**src/rtl/scan_decoder_l.sv**
```systemverilog
// Registered active-low one-hot decoder with optional auto-scan of all indices.
// A prescale counter dwells on each index and blanks every output at the start of each dwell.
module scan_decoder_l #(
   parameter int SEL_W    = 2,
   parameter int PRESCALE = 4,
   parameter int BLANK    = 1
) (
   input  logic                     CLK,
   input  logic                     RST_L,
   input  logic                     G_L,
   input  logic                     SCAN,
   input  logic [SEL_W-1:0]         SEL,
   output logic [(1<<SEL_W)-1:0]    Y_L,
   output logic [SEL_W-1:0]         IDX,
   output logic                     WRAP
);

   localparam int N    = 1 << SEL_W;
   localparam int PC_W = (PRESCALE > 2) ? $clog2(PRESCALE) : 1;
   localparam logic [PC_W-1:0] PC_MAX   = PC_W'(PRESCALE - 1);
   localparam logic [PC_W-1:0] BLANK_PC = PC_W'(BLANK);
   localparam logic [N-1:0]    ONE      = N'(1);

   if (PRESCALE < 2) begin : g_bad_prescale
      $error("scan_decoder_l: PRESCALE must be at least 2");
   end
   if (BLANK >= PRESCALE || BLANK < 0) begin : g_bad_blank
      $error("scan_decoder_l: BLANK must lie in 0 .. PRESCALE-1");
   end

   logic [PC_W-1:0]  pc;
   logic [PC_W-1:0]  pc_next;
   logic [SEL_W-1:0] idx_next;
   logic             wrap_next;
   logic             in_blank;
   logic [N-1:0]     y_next;

   always_comb begin
      pc_next   = pc;
      idx_next  = IDX;
      wrap_next = 1'b0;
      if (!G_L) begin
         if (!SCAN) begin
            pc_next  = '0;
            idx_next = SEL;
         end else if (pc == PC_MAX) begin
            pc_next   = '0;
            idx_next  = IDX + 1'b1;
            wrap_next = &IDX;
         end else begin
            pc_next = pc + 1'b1;
         end
      end
   end

   // Blanking looks at the counter value the index will have after this edge.
   if (BLANK == 0) begin : g_no_blank
      assign in_blank = 1'b0;
   end else begin : g_blank
      assign in_blank = (pc_next < BLANK_PC);
   end

   always_comb begin
      y_next = '1;
      if (!G_L && !(SCAN && in_blank)) begin
         y_next = ~(ONE << idx_next);
      end
   end

   always_ff @(posedge CLK or negedge RST_L) begin
      if (!RST_L) begin
         pc   <= '0;
         IDX  <= '0;
         Y_L  <= '1;
         WRAP <= 1'b0;
      end else begin
         pc   <= pc_next;
         IDX  <= idx_next;
         Y_L  <= y_next;
         WRAP <= wrap_next;
      end
   end

endmodule
```
**config.mk**
```make
export PLATFORM = sky130hd
export DESIGN_NAME = scan_decoder_l
export DESIGN_NICKNAME = d
export VERILOG_FILES = /design/src/rtl/scan_decoder_l.sv
export SDC_FILE = /design/constraint.sdc
export NUM_CORES = 1
export LEC_CHECK = 0
export ABC_AREA = 1
export CAP_MARGIN = 10
export CELL_PAD_IN_SITES_DETAIL_PLACEMENT = 1
export CELL_PAD_IN_SITES_GLOBAL_PLACEMENT = 2
export CORE_MARGIN = 5
export CORE_UTILIZATION = 25
export DETAILED_ROUTE_END_ITERATION = 6
export GPL_TIMING_DRIVEN = 0
export PLACE_DENSITY = 0.7
export SYNTH_ARGS = -nofsm -noshare
export SYNTH_HDL_FRONTEND = slang
export SYNTH_SLANG_ARGS = --single-unit
```
**constraint.sdc**
```tcl
create_clock -name CLK -period 1.5 [get_ports CLK]
set_clock_uncertainty 0.2 [all_clocks]
set_input_delay 0.3 -clock CLK [delete_from_list [all_inputs] [get_ports CLK]]
set_output_delay 0.3 -clock CLK [all_outputs]
set_load 0.1 [all_outputs]
```
Word-level counts from Yosys, hierarchy flattened

Index checks and enable logic that the tools add are counted.

Flip-flop bits (word level): 9
Latch bits: 0
Memory bits (writable): 0
Bits in read-only memories: 0
Input bits: 6
Output and inout port bits: 7
Logic and storage cells: 25
Memories: 0

$add $sub $neg: 2
$mul: 0
Divide/modulo/power cells: 0
Order comparisons: 1
Equal/unequal tests: 1
Shift-type cells: 1
Mux-type cells: 10
Bitwise gates (word level): 1
Reductions and logical operators: 5

Operator list:

| cell                                                                          | count |
|---|---|
| 2-bit two-way mux                                                             | 6 |
| 2-bit by 1-bit adder with 2-bit output (second input constant)                | 2 |
| 4-bit two-way mux                                                             | 1 |
| 4-bit inverter                                                                | 1 |
| 1-bit by 2-bit left shift with 4-bit output (first input constant)            | 1 |
| 1-bit two-way mux                                                             | 3 |
| 2-bit == test (second input constant)                                         | 1 |
| 1-bit logical AND                                                             | 2 |
| 1-bit logical NOT                                                             | 2 |
| 2-bit by 1-bit less-than comparator with 1-bit output (second input constant) | 1 |
| 2-bit AND reduction                                                           | 1 |

Logic depth before layout (Yosys ltp)

Depth after elaboration: 9
Gate-level depth with buffers: 7
Gate-level depth less buffers: 7

Least setup slack after synthesis

No wires, ideal clock.

Path kind: reg-to-reg
Start point: register IDX[1]
End point: register Y_L[1]
Library setup time: 0.086 ns
Arrival: 1.677 ns
Data required time: 1.214 ns
Path slack: -0.463 ns
Stages on the path, launching flop included: 8
Buffers on the path: 0
Period minus slack after synthesis: 1.963 ns
Cells stage by stage: dfrtp_1 -> ha_1 -> inv_1 -> nand2_1 -> nand3_1 -> nand2_1 -> nand2_1 -> nand3_1

Cells in the longest elaborated chain, start to end: 7

RTL lines:

| item                                          | line | text |
|---|---|---|
| from (decl)                                   | 14   | `output logic [SEL_W-1:0] IDX,` |
| from (signal assigned)                        | 78   | `IDX <= idx_next;` |
| 2-bit by 1-bit adder with 2-bit output        | 48   | `idx_next = IDX + 1'b1;` |
| 2-bit two-way mux                             | 46   | `end else if (pc == PC_MAX) begin` |
| 2-bit two-way mux                             | 43   | `if (!SCAN) begin` |
| 2-bit two-way mux *                           | 42   | `if (!G_L) begin` |
| 1-bit by 2-bit left shift with 4-bit output * | 66   | `y_next = ~(ONE << idx_next);` |
| 4-bit inverter *                              | 66   |  |
| 4-bit two-way mux *                           | 65   | `if (!G_L && !(SCAN && in_blank)) begin` |
| named net y_next[1]                           | 36   | `logic [N-1:0] y_next;` |
| to (signal assigned)                          | 79   | `Y_L <= y_next;` |
| to (decl)                                     | 13   | `output logic [(1<<SEL_W)-1:0] Y_L,` |

The timed path passes the listed nets; every way through them passes the cells marked *.

Worst setup path after layout

Start point: register IDX[1]
End point: register Y_L[3]

Cells in the longest elaborated chain, start to end: 7

RTL lines:

| item                                          | line | text |
|---|---|---|
| 2-bit by 1-bit adder with 2-bit output        | 48   |  |
| 2-bit two-way mux                             | 46   |  |
| 2-bit two-way mux                             | 43   |  |
| 2-bit two-way mux *                           | 42   |  |
| named net idx_next[1]                         | 33   | `logic [SEL_W-1:0] idx_next;` |
| 1-bit by 2-bit left shift with 4-bit output * | 66   |  |
| 4-bit inverter *                              | 66   |  |
| 4-bit two-way mux *                           | 65   |  |
| named net y_next[3]                           | 36   |  |

Marks and branches as above.

==> results.md <==
- DRT antenna net count: 0
- Clk Latency, worst-skew pair: 260 ps
- Mean post-synth cell area: 8.531 sq um
- Synth Cell Area: 469.2 sq um
- Pleak: about 0.35 nW
- Fillers: 218
- CTS Root Cell: clkbuf_4
- Clock power share: 0.234
- Final HPWL DP: 837.9 um
- CTS buffer count: 3
- Cell taking the most area after synthesis: dfrtp_1
- Tot GR Track Use: 0.09006
- Comb pwr share: 0.388
- Setup crit end kind: flip-flop
- WL final: 1103 um
- Synth warnings: 0
- Post-Synth Simple-Gate Area: 0.2347
- Adder-cell share of the synthesized area: 0.08000
- CTS Sinks: 9
- I/O pins: 13
- Kind of critical path: reg -> reg
- Largest family of logic cells by synthesized area: simple AND/OR/NAND/NOR gates
- Initial antenna violation count: 0
- CP Data Arrival Time: about 1500 ps
- Fmax: 0.6706 GHz
- First-pass GRT wire length: 1759 um
- Footprint of the multi-input gates: 246.5 sq um
- Max capacitance violation total: 0
- Drt via density: 4.126
- Post-synthesis mux area share: 0
- Final Cycle Share: 0.9941
- Total gr overflow: 0
- Relative slew margins: 0.7242
- CTS tree: built
- Pwr/cell area: 1084 mW/mm^2
- Fin. Hold Viols: 0
- Status: finished, final reports clean
- Max-slew violations: 0
- First-pass DRT Iterations: 3
- Most frequent cells in the layout: inv_1, nand2_1, nand3_1
- Delay-heaviest family, CP: flip-flops
- Highest ir drop seen on vdd: 0.5124 mV
- Crit-path slowest cell: dfrtp_4
- Ranking of synthesized cells by area: dfrtp_1, dfstp_2, nand2_1
- Routability-driven placement congestion ratio: 0.6572
- Largest net degree at the start of global routing: 11
- Worst EP required: 1490 ps
- Pint: 0.4852 mW
- Worst hold path class: in -> reg
- Worst-path maximum fanout: 4
- Net Switching: about 0.32 mW
- Sequential fraction of the synthesis area: 0.4907
- Vias: a little under 400
- Design area: 743.2 sq um
- Top-area cell type share of the netlist area: 0.2667
- Placed instance area: roughly 640 sq um
- Nets: 80
- Final Critical Period: ~1500 ps
- Crit start category: flip-flop
- Ant diodes: 0
- Syn_nets: 64
- Clock transition at path regs: 60 ps
- Die ar.: 0.002843 sq mm
- Area Growth Syn to Fin: 58.40%
- Post-synthesis xor/xnor area fraction: 0
- Initial core utilization: 0.2660
- # DRC: 0
- Peak per-stage delay on the critical path: 510 ps
- Total core area: ~0.0018 sq mm
- Critical-path cell list: ha_4 > inv_2 > nand2_2 > nand3_4 > a21oi_4 > nand3_1
- Std-Cell Rows: 15
- Switching part of the total: 0.3976
- DRT iter0 DRCs: 7
- RSZ-0062 raised after global routing: yes
- CTS hold repair buffers: 0
- WL/cell: 11.61 um
- Max clock buf depth: 2
- Mapped Cells: 55
- Port Buffers: 11
- Die extent in x: ~53 um
- Vias in the first global route: 391
- Final setup fails: 0
- R2R setup slack: roughly 8.8 ps
- Die height: 53.32 um
- Reg area: 237.7 sq um
- Final core utilization: 0.4213
- Least-Margin Pin Slew: 412.4 ps
- Share of cells above drive strength 1: 0.4571
- Synth cell types: 13
- Compound-Gate Fraction of Synth Area: 0.08267
- Yosys reg bits: 9
- Sequential Power Share: 0.378
- Critical path buffer and inverter count: 1
- Clock H-tree levels: 1
[path summary, 6_finish.rpt]
path,to,cells after the start,from
max,Y_L[3],6,IDX[1]
min,WRAP,2,G_L
max reg2reg,Y_L[3],6,IDX[1]
min reg2reg,pc[1],4,pc[1]
max in group asynchronous,Y_L[0],1,RST_L
min in group asynchronous,IDX[1],1,RST_L
[per-layer routing]
layer,GRT usage,part of all wire
met5,0,0
met1,0.1071,0.44
met4,0.02553,0.0091
met2,0.1347,0.48
met3,0.05352,0.077
[repair_timing]
| item | in CTS | in global routing |
|---|---|---|
| pin swaps | 3 | 1 |
| resized for setup | 61 | 7 |
| setup endpoints to repair | 12 | 11 |
| setup buffers | 0 | 0 |
[registers in the layout, summed over array words and instances, names as in the netlist]
signal and count:
Y_L 4, WRAP 1, IDX 2, pc 2
[kinds of logic after synthesis]
logic type	count (synthesis)
AOI/OAI and AO/OA	5
adders and majority gates	3
buffers and inverters	12
DFF	9
and+or+nand+nor	26
[Yosys cell counts (all sizes together)]
library cell / number
nand2: 11
buf: 1
a21oi: 4
nor2: 7
dfrtp: 5
a21boi: 1
ha: 3
nand3: 8
inv: 11
dfstp: 4
[final cells by class]
class,count,area share
multi-input combinational,34,0.3316
sequential,9,0.3199
timing repair buffer,11,0.2003
inverter,11,0.05556
tap,25,0.04209
clock buffer,4,0.03535
buffer,1,0.01515
[stage by stage]
step	total power, mW	TNS (ps)	std cells	hold slack (ps)	worst slack [ps]
finish	0.8055	0	95	50.56	8.831
global route	0.8615	-190.7	95	44.66	-51.03
CTS	0.8033	-32.82	95	40.64	-19.94
detailed placement	0.5715	-5717	91	320.0	-627.7
global placement	0.5685	-5534	91	317.3	-622.9
floorplan	0.5004	-301.2	55	-195.6	-105.7
[power by group through the flow]
stage          sequential [mW]  combinational [mW]  clock [mW]
2_1_floorplan            0.415              0.0851           0
3_3_place_gp             0.303               0.265           0
3_5_place_dp             0.304               0.268           0
4_1_cts                  0.306               0.300       0.197
5_1_grt                  0.310               0.334       0.218
6_report                 0.305               0.312       0.189
Power figures use the tool's default switching activity.
